<file path="src/rtl/operand_mux_pkg.sv">
// Shared defaults, select-width helper and buffer occupancy encoding for operand_mux_pipe.
package operand_mux_pkg;

   localparam int OPERAND_W_DEFAULT = 32;
   localparam int NUM_IN_DEFAULT    = 4;

   function automatic int sel_width(input int n);
      return (n < 2) ? 1 : $clog2(n);
   endfunction

   typedef enum logic [1:0] {
      BUF_EMPTY = 2'd0,
      BUF_ONE   = 2'd1,
      BUF_FULL  = 2'd2
   } buf_state_t;

endpackage

</file>
<file path="src/rtl/operand_skid_buf.sv">
// Generic 2-entry valid/ready skid buffer; in_ready is registered so out_ready never reaches it combinationally.
module operand_skid_buf
   import operand_mux_pkg::*;
#(
   parameter int DATA_W = 8
) (
   input  logic              clk,
   input  logic              rst_n,
   input  logic [DATA_W-1:0] in_data,
   input  logic              in_valid,
   output logic              in_ready,
   output logic [DATA_W-1:0] out_data,
   output logic              out_valid,
   input  logic              out_ready
);

   buf_state_t        state_q, state_d;
   logic [DATA_W-1:0] main_q, main_d;
   logic [DATA_W-1:0] skid_q, skid_d;
   logic              ready_q, ready_d;
   logic              accept, pop;

   assign accept    = in_valid && ready_q;
   assign pop       = (state_q != BUF_EMPTY) && out_ready;
   assign in_ready  = ready_q;
   assign out_valid = (state_q != BUF_EMPTY);
   assign out_data  = main_q;

   always_comb begin
      // NOTE: every output of this block gets a default first so no latch is inferred.
      state_d = state_q;
      main_d  = main_q;
      skid_d  = skid_q;
      unique case (state_q)
         BUF_EMPTY: begin
            if (accept) begin
               main_d  = in_data;
               state_d = BUF_ONE;
            end
         end
         BUF_ONE: begin
            if (pop && accept) begin
               main_d = in_data;
            end else if (pop) begin
               state_d = BUF_EMPTY;
            end else if (accept) begin
               skid_d  = in_data;
               state_d = BUF_FULL;
            end
         end
         BUF_FULL: begin
            // ready_q is low here, so only a pop can change anything
            if (pop) begin
               main_d  = skid_q;
               state_d = BUF_ONE;
            end
         end
         default: state_d = BUF_EMPTY;
      endcase
      ready_d = (state_d != BUF_FULL);
   end

   always_ff @(posedge clk) begin
      // NOTE: non-blocking assignments so every register samples pre-edge values.
      if (!rst_n) begin
         // NOTE: payload registers are reset too, because the visible output must read zero after reset.
         state_q <= BUF_EMPTY;
         main_q  <= '0;
         skid_q  <= '0;
         ready_q <= 1'b0;
      end else begin
         state_q <= state_d;
         main_q  <= main_d;
         skid_q  <= skid_d;
         ready_q <= ready_d;
      end
   end

endmodule

</file>
<file path="src/rtl/operand_mux_pipe.sv">
// Operand selector feeding a 2-entry skid buffer; OPERAND_MUX_PARITY_EN adds a stored out_parity output.
module operand_mux_pipe
   import operand_mux_pkg::*;
#(
   parameter int WIDTH  = OPERAND_W_DEFAULT,
   parameter int NUM_IN = NUM_IN_DEFAULT,
   parameter int SEL_W  = sel_width(NUM_IN)
) (
   input  logic                    clk,
   input  logic                    rst_n,
   input  logic [NUM_IN*WIDTH-1:0] in_operands,
   input  logic [SEL_W-1:0]        in_select,
   input  logic                    in_valid,
   output logic                    in_ready,
   output logic [WIDTH-1:0]        out_operand,
   output logic                    out_sel_err,
   output logic                    out_valid,
`ifdef OPERAND_MUX_PARITY_EN
   output logic                    out_parity,
`endif
   input  logic                    out_ready
);

   typedef struct packed {
      logic [WIDTH-1:0] data;
      logic             sel_err;
`ifdef OPERAND_MUX_PARITY_EN
      logic             parity;
`endif
   } operand_item_t;

   localparam int ITEM_W = $bits(operand_item_t);

   operand_item_t     sel_item, out_item;
   logic [ITEM_W-1:0] buf_in, buf_out;

   always_comb begin
      sel_item         = '0;
      sel_item.sel_err = (int'(in_select) >= NUM_IN);
      // out-of-range selects fall back to operand 0 with the error flag set
      sel_item.data    = in_operands[WIDTH-1:0];
      for (int k = 1; k < NUM_IN; k++) begin
         if (int'(in_select) == k) begin
            sel_item.data = in_operands[k*WIDTH +: WIDTH];
         end
      end
`ifdef OPERAND_MUX_PARITY_EN
      sel_item.parity = ^sel_item.data;
`endif
   end

   assign buf_in   = sel_item;
   assign out_item = buf_out;

   operand_skid_buf #(
      .DATA_W (ITEM_W)
   ) u_skid (
      .clk       (clk),
      .rst_n     (rst_n),
      .in_data   (buf_in),
      .in_valid  (in_valid),
      .in_ready  (in_ready),
      .out_data  (buf_out),
      .out_valid (out_valid),
      .out_ready (out_ready)
   );

   assign out_operand = out_item.data;
   assign out_sel_err = out_item.sel_err;
`ifdef OPERAND_MUX_PARITY_EN
   assign out_parity  = out_item.parity;
`endif

endmodule

</file>
<file path="config.mk">
export PLATFORM = sky130hd
export DESIGN_NAME = operand_mux_pipe
export DESIGN_NICKNAME = d
export VERILOG_FILES = /design/src/rtl/operand_mux_pkg.sv /design/src/rtl/operand_skid_buf.sv /design/src/rtl/operand_mux_pipe.sv
export SDC_FILE = /design/constraint.sdc
export NUM_CORES = 1
export LEC_CHECK = 0
export CORE_MARGIN = 2
export CORE_UTILIZATION = 42
export CTS_BUF_LIST = sky130_fd_sc_hd__clkbuf_2 sky130_fd_sc_hd__clkbuf_4 sky130_fd_sc_hd__clkbuf_8
export CTS_CLUSTER_SIZE = 16
export DETAILED_ROUTE_END_ITERATION = 8
export PLACE_DENSITY = 0.92
export RECOVER_POWER = 50
export SLEW_MARGIN = 25
export SYNTH_ARGS = -nofsm -noshare
export SYNTH_HDL_FRONTEND = slang
export SYNTH_SLANG_ARGS = --single-unit
</file>
<file path="constraint.sdc">
create_clock -name clk -period 2.1 [get_ports clk]
set_clock_uncertainty 0.15 [all_clocks]
set_input_delay 0.21 -clock clk [delete_from_list [all_inputs] [get_ports clk]]
set_output_delay 0.21 -clock clk [all_outputs]
set_load 0.005 [all_outputs]
</file>
---- Word-level counts from Yosys, hierarchy flattened ----
Index checks and enable logic that the tools add are counted.
word-level totals
  register bits after elaboration ......... 68
  output and inout bits ................... 35
  input bits .............................. 134
operators by class
  bitwise logic cells ..................... 2
  eq/ne operators ......................... 9
  reductions and logical operators ........ 8
  multiplexer cells ....................... 13
operators by type and width
  operator            number
  $mux 33             3
  $pmux 33 s3         1
  $mux 32             3
  $mux 2              5
  $reduce_and 4->1    2
  $eq 2x2->1 const B  3
  $ne 2x1->1 const B  3
  $pmux 2 s3          1
  $eq 2x1->1 const B  2
  $logic_and 1x1->1   3
  $reduce_bool 3->1   1
  $logic_not 2->1     1
  $ne 2x2->1 const B  1
  $not 1->1           2
  $reduce_bool 2->1   1

---- Longest topological paths before layout ----
Gate-level depths: netlist of the first run.
  depth in word-level cells ............... 6
  mapped depth ............................ 6
  gate-level depth less buffers ........... 4

---- Cells and area by module ----
A second synthesis of the first run with hierarchy kept.
unflattened totals
  cell total of the unflattened synthesis .. 351
  area, all modules ....................... 3,688.5 um^2
by module, submodules not included
  module            area an instance (um^2)  instances  sequential area each (um^2)  cells an instance
  operand_skid_buf  2,870.3                  1          1,381.3                      311
  operand_mux_pipe  818.3                    1          0.0                          40

---- Worst setup path before layout of the first run ----
Ideal clock, no wire load.
  kind .................................... register to register
  start ................................... register u_skid.state_q[1]
  end ..................................... register u_skid.main_q[31], in the netlist u_skid.out_data[31]
  setup time .............................. 123 ps
  cell stages (with the launch flop) ...... 7
  path slack .............................. 417 ps
  period minus slack after synthesis ...... 1,683 ps
  arrival time ............................ 1,410 ps
  path through ............................ dfxtp_1 -> and4b_1 -> or3_1 -> buf_4 -> buf_6 -> o21ai_2 -> a31oi_2
between the ends
  longest elaborated chain between the ends .. 5
ends and longest elaborated chain
  element                     line                    RTL
  start, declared             operand_skid_buf.sv:17  buf_state_t state_q, state_d;
  start signal, assigned      operand_skid_buf.sv:72  state_q <= state_d;
  $reduce_bool 2->1           operand_skid_buf.sv:24  assign pop = (state_q != BUF_EMPTY) && out_ready;
  $logic_and 1x1->1           operand_skid_buf.sv:24
  $logic_and 1x1->1           operand_skid_buf.sv:42  if (pop && accept) begin
  $ne 2x1->1 (no line)        n/a
  $reduce_and 4->1 (no line)  n/a
  end signal, assigned        operand_skid_buf.sv:73  main_q <= main_d;
  end, declared               operand_skid_buf.sv:18  logic [DATA_W-1:0] main_q, main_d;
Several ways; a longest one is shown, not always the timed one.
A chain may end at the register's enable or synchronous reset.

---- Worst setup path after layout of the first run ----
  start ................................... register u_skid.state_q[1]
  end ..................................... register u_skid.main_q[27], in the netlist u_skid.out_data[27]
The elaborated chain is that of the path after synthesis.

==> run_results.csv, run 1 <==
group,metric,value,unit
clocking,postCtsSetupBuffers,0,
route,ant_nets,0,
finish,drive_gt1_share,12.3,%
floorplan,start_util,43.0,%
clocking,cts_tree,"done",
synthesis,synth_area_leaders,"dfxtp_1 38%, mux4_2 21%, nand2_1 14%, a21boi_1 6.9%, a31oi_1 5.5%",
setup_path,critPathArrivalTime,2030,ps
route,viasPerCell,5.42,
floorplan,die_x,95.2,um
global_routing,antenna_found_initial,0,
floorplan,dieArea,9070,um2
global_routing,grt_max_degree,65,
finish,fin_nets,666,
synthesis,synthCells,379,
route,firstDrtPassIters,5,
synthesis,ys_types,28,
synthesis,yosys_warnings,0,
sta,slew_headroom,49.2,%
placed_design,gp_congestion,0.731,
sta,rsz0062_at_grt,"no",
setup_path,crit_required,2160,ps
synthesis,synthesis.nets,513,
sta,hold_viol,0,
sta,worstMarginPinSlew,762,ps
synthesis,syn_area,3490,um2
global_routing,gr-total-overflow,0,
power_and_ir_drop,powerDensity,608,nW/um2
floorplan,num_rows,33,
route,drt_iter0_drc,135,
setup_path,path_class,"reg -> reg",
power_and_ir_drop,peakVddDrop,0.348,mV
sta,finalSetupViolCount,0,
global_routing,grt_util_all_layers,22.8,%
placed_design,dp_hpwl,7320,um
floorplan,die_y,95.2,um
synthesis,ys_seq_area_share,38.4,%
sta,max_freq,0.506,GHz
clocking,clock_latency,330,ps
synthesis,ys_ff_latch,67,
finish,fill_cells,593,
global_routing,grt_pass1_wl,16300,um
clocking,cts.path.max_buffers,2,
sta,final.period_utilization,94.1,%
route,drc,0,
clocking,cts_root_buffer,"clkbuf_8",
clocking,h-tree-depth,3,
clocking,clock-sinks,67,
route,wl,10000,um
floorplan,core,8130,um2
clocking,cts.repair.resized,0,
placed_design,port_buffers,167,
sta,holdWs,217,ps
synthesis,syn-mean-instance-area,9.22,um2
sta,maxSlewViolCount,0,
power_and_ir_drop,power,0.00333,W
synthesis,yosysTopAreaCell,"dfxtp_1",
finish,antenna_cells,0,
job,max_cap_violations,0,
setup_path,critPathCaptureType,"register",
route,num_vias,3482,
synthesis,synth_top_area_share,38.4,%
clocking,path_clk_slew,80,ps
clocking,numCtsBuffers,9,
global_routing,grt_pass1_vias,3637,
min_path,hold_class,"in -> reg",
sta,finalCriticalPeriod,1980,ps
finish,syn_to_final_growth,56.5,%
setup_path,start_kind,"register",
clocking,ctsHoldBuffers,0,
floorplan,io_pins,169,
setup_path,crit_fanout,64,
route,wl_per_cell,15.6,um
status,status,"finished clean",
power_and_ir_drop,p_leak,2.02,nW
power breakdown:
group | internal (W) | switching, W | leakage [nW]
logic | 0.000485 | 0.000262 | 1.37
registers | 0.00134 | 0.0000418 | 0.548
clock network | 0.000701 | 0.000494 | 0.108
total | 0.00253 | 0.000798 | 2.02
synth_stat cells (all sizes together):
cell / n
nand2b: 1
and3b: 1
a31oi: 32
conb: 1
nor2b: 2
nand2: 129
buf: 14
nand4b: 1
or2: 1
a21oi: 2
or3: 1
and4b: 1
and2: 1
mux4: 32
nand3: 1
or4b: 1
o21ai: 32
clkbuf: 23
nor4bb: 1
nor4b: 1
dfxtp: 67
a21boi: 32
o31a: 1
nand3b: 1
area by class of cell:
class	instances	area (um2)	share of cell area, %
Clock buffer	10	138	2.52
Clock inverter	6	88.8	1.62
Multi-Input combinational cell	275	1960	35.9
Sequential cell	67	1340	24.5
Tap cell	105	131	2.40
Timing Repair Buffer	179	1810	33.0
worst max-delay path, cell delays in order (launching register included):
cell	delay [ps]
dfxtp_1	510
and4b_1	240
or3_2	480
buf_12	200
o21ai_1	170
a31oi_1	60
flip-flops by register name, summed over array words and instances, names as in the netlist:
name             flops
u_skid.out_data     32
u_skid.in_ready      1
u_skid.skid_q       32
u_skid.state_q       2
routing by layer:
metal	wire length (um)	global-route usage (%)	share of wire (%)
met1	3620	24.1	36
met2	5640	44.2	56
met3	603	4.11	6.0
met4	155	8.57	1.5
met5	0	0	0
through the flow:
| step | utilization, % | cell area (um2) | std cells | TNS (ps) | setup slack, ps |
|---|---|---|---|---|---|
| floorplan | - | 3490 | 379 | 0 | 417 |
| global placement | 64.5 | 5250 | 626 | 0 | 48.2 |
| detailed placement | 64.5 | 5250 | 626 | -532 | -39.1 |
| CTS | 67.3 | 5480 | 642 | 0 | 156 |
| global route | 67.2 | 5470 | 642 | 0 | 41.4 |
| finish | 67.2 | 5470 | 642 | 0 | 123 |
kinds of logic after synthesis:
logic type	count (synthesis)	synth area share, %
simple gates	143	17.1
other cells	1	0.107
flops	67	38.4
buf+inv	37	5.80
mux	32	20.6
compound gates	99	18.0
cell usage in the layout (no fill, tap or decap), drive strengths merged:
master,n
nand2,129
and3b,1
a21oi,2
buf,12
clkbuf,12
conb,1
nor4b,1
nor2b,2
nand3b,1
clkinv,2
mux4,32
a31oi,32
and4b,1
clkdlybuf4s50,132
o21ai,32
or4b,1
a21boi,32
or2,1
bufinv,2
o31a,1
nor4bb,1
or3,1
nand2b,1
dlygate4sd3,33
nand4b,1
clkinvlp,2
and2,1
dfxtp,67
nand3,1
worst paths after layout:
check | from | to | slack [ps] | depth (start not counted)
setup / recovery | u_skid.state_q[1] | u_skid.out_data[27] | 120 | 5
hold / removal | rst_n | u_skid.out_data[14] | 220 | 3
setup reg to reg | u_skid.state_q[1] | u_skid.out_data[27] | 120 | 5
hold reg to reg | u_skid.skid_q[6] | u_skid.skid_q[6] | 310 | 2
Power figures use the tool's default switching activity.
==> run 2: changes to the inputs <==
- GPL_TIMING_DRIVEN: unset -> 0
==> run_results.csv, run 2 (same netlist as run 1, synthesis figures left out) <==
group,metric,value,unit
status,status,"finished clean",
power_and_ir_drop,switching_share,24.6,%
placed_design,dp_hpwl,8170,um
placed_design,dpl_worst_slack,-182,ps
clocking,cts_tree,"done",
route,drc,0,
floorplan,die_y,95.2,um
power_and_ir_drop,powerDensity,588,nW/um2
setup_path,crit_fanout,10,
clocking,clock-sinks,67,
global_routing,grt_max_degree,12,
global_routing,gr-total-overflow,0,
setup_path,critPathCaptureType,"register",
global_routing,grt_util_all_layers,23.3,%
setup_path,ff2ff_path_depth,6,
sta,worstMarginPinSlew,671,ps
clocking,clock_latency,340,ps
sta,slew_headroom,55.2,%
sta,hold_viol,0,
setup_path,crit_required,2180,ps
sta,max_freq,0.506,GHz
clocking,numCtsBuffers,9,
job,max_cap_violations,0,
setup_path,critPathArrivalTime,2060,ps
floorplan,die_x,95.2,um
route,drt_iter0_drc,140,
finish,layout_common_cells,"132 x clkdlybuf4s50_1, 129 x nand2_1, 67 x dfxtp_1",
sta,rsz0062_at_grt,"yes",
clocking,cts_root_buffer,"clkbuf_8",
route,firstDrtPassIters,4,
placed_design,gp_congestion,0.866,
finish,antenna_cells,0,
clocking,ctsHoldBuffers,0,
setup_path,rr_startpoint,"u_skid.state_q[1]",
power_and_ir_drop,clkPwrFrac,33.2,%
power_and_ir_drop,power,0.00322,W
min_path,whs_endpoint,"u_skid.out_data[23]",
min_path,hold_class,"in -> reg",
floorplan,start_util,43.0,%
finish,syn_to_final_growth,56.5,%
route,ant_nets,0,
sta,maxSlewViolCount,0,
route,viasPerCell,5.34,
setup_path,start_kind,"register",
min_path,holdCritStartpoint,"rst_n",
sta,finalSetupViolCount,0,
finish,final_util,67.2,%
power_and_ir_drop,combinationalPowerShare,23.8,%
global_routing,antenna_found_initial,0,
clocking,path_clk_slew,70,ps
route,num_vias,3548,
finish,fin_nets,689,
placed_design,port_buffers,165,
power_and_ir_drop,p_leak,2.04,nW
route,wl_per_cell,15.6,um
power_and_ir_drop,peakVddDrop,0.314,mV
sta,finalCriticalPeriod,1980,ps
floorplan,num_rows,33,
clocking,cts.path.max_buffers,2,
clocking,h-tree-depth,3,
power_and_ir_drop,seqPwrFrac,43.0,%
route,wl,10400,um
min_path,holdPathStages,3,
setup_path,path_class,"reg -> reg",
floorplan,dieArea,9070,um2
sta,final.period_utilization,94.1,%
setup_path,r2r_slack,120,ps
floorplan,io_pins,169,
power_and_ir_drop,p_switching,0.000792,W
global_routing,grt_pass1_wl,16300,um
sta,finalWorstSetupSlack,124,ps
power_and_ir_drop,p_int,0.00242,W
finish,fill_cells,637,
finish,drive_gt1_share,11.3,%
finish,final_common_cell,"clkdlybuf4s50_1",
global_routing,grt_pass1_vias,3613,
floorplan,core,8130,um2
setup_path,rr_endpoint,"u_skid.out_data[29]",
[run 2: changes by cell type in the layout (fill, tap and decap cells not counted), sizes merged]
cell,previous run,this run
clkinv,2,3
clkinvlp,2,1
bufinv,2,1
clkbuf,12,36
[run 2: critical path: stages, from the launching register on]
cell and delay [ps]:
dfxtp_1 480, and4b_1 230, or3_1 340, clkbuf_2 230
buf_4 240, o21ai_1 150, a31oi_1 50
[run 2: worst max-delay path by stage]
stage	from	to	slack, ps	depth (start not counted)
floorplan	u_skid.state_q[1]	u_skid.out_data[31]	420	6
finish	u_skid.state_q[1]	u_skid.out_data[29]	120	6
CTS	u_skid.in_ready	u_skid.skid_q[7]	150	6
global placement	in_valid	u_skid.skid_q[9]	-130	7
global route	u_skid.in_ready	u_skid.skid_q[1]	-6	5
detailed placement	in_valid	u_skid.skid_q[8]	-180	7
[run 2: cell type report]
cell class              count  area [um2]  area share [%]
well taps                 105         131            2.40
multi-input cells         275        1950            35.7
plain buffers              37         196            3.59
repair buffers            165        1650            30.2
flip-flops and latches     67        1340            24.5
clock buffers              11         145            2.65
clock inverters             5        52.6           0.961
[run 2: repair_timing]
item	4_1_cts	5_1_grt
setup endpoints to repair	0	2
endpoints found under the hold margin	0	0
gates resized for setup	0	0
setup buffers	0	0
[run 2: per-layer routing]
metal | share of wire (%) | track usage, % | routed length [um] | vias up
met5 | 0 | 0 | 0 | -
met4 | 1.8 | 10.4 | 182 | 0
met2 | 53 | 42.4 | 5540 | 143
li1 | - | - | - | 1712
met3 | 6.7 | 4.74 | 692 | 13
met1 | 38 | 26.1 | 3970 | 1680
[run 2: power by group through the flow]
stage	clock network, W	registers [W]	logic (W)
after floorplan	0	0.00142	0.000336
after global placement	0	0.00141	0.000775
after detailed placement	0	0.00141	0.000794
after CTS	0.00107	0.00139	0.000798
after global routing	0.00113	0.00139	0.000825
final	0.00107	0.00138	0.000765
[run 2: stage by stage]
step	cell area (um2)	hold WS (ps)	std cells	setup TNS [ps]
floorplan	3490	206	379	0
global placement	5280	290	649	-5880
detailed placement	5280	297	649	-8550
CTS	5480	137	665	0
global route	5470	152	665	-15.5
finish	5470	146	665	0
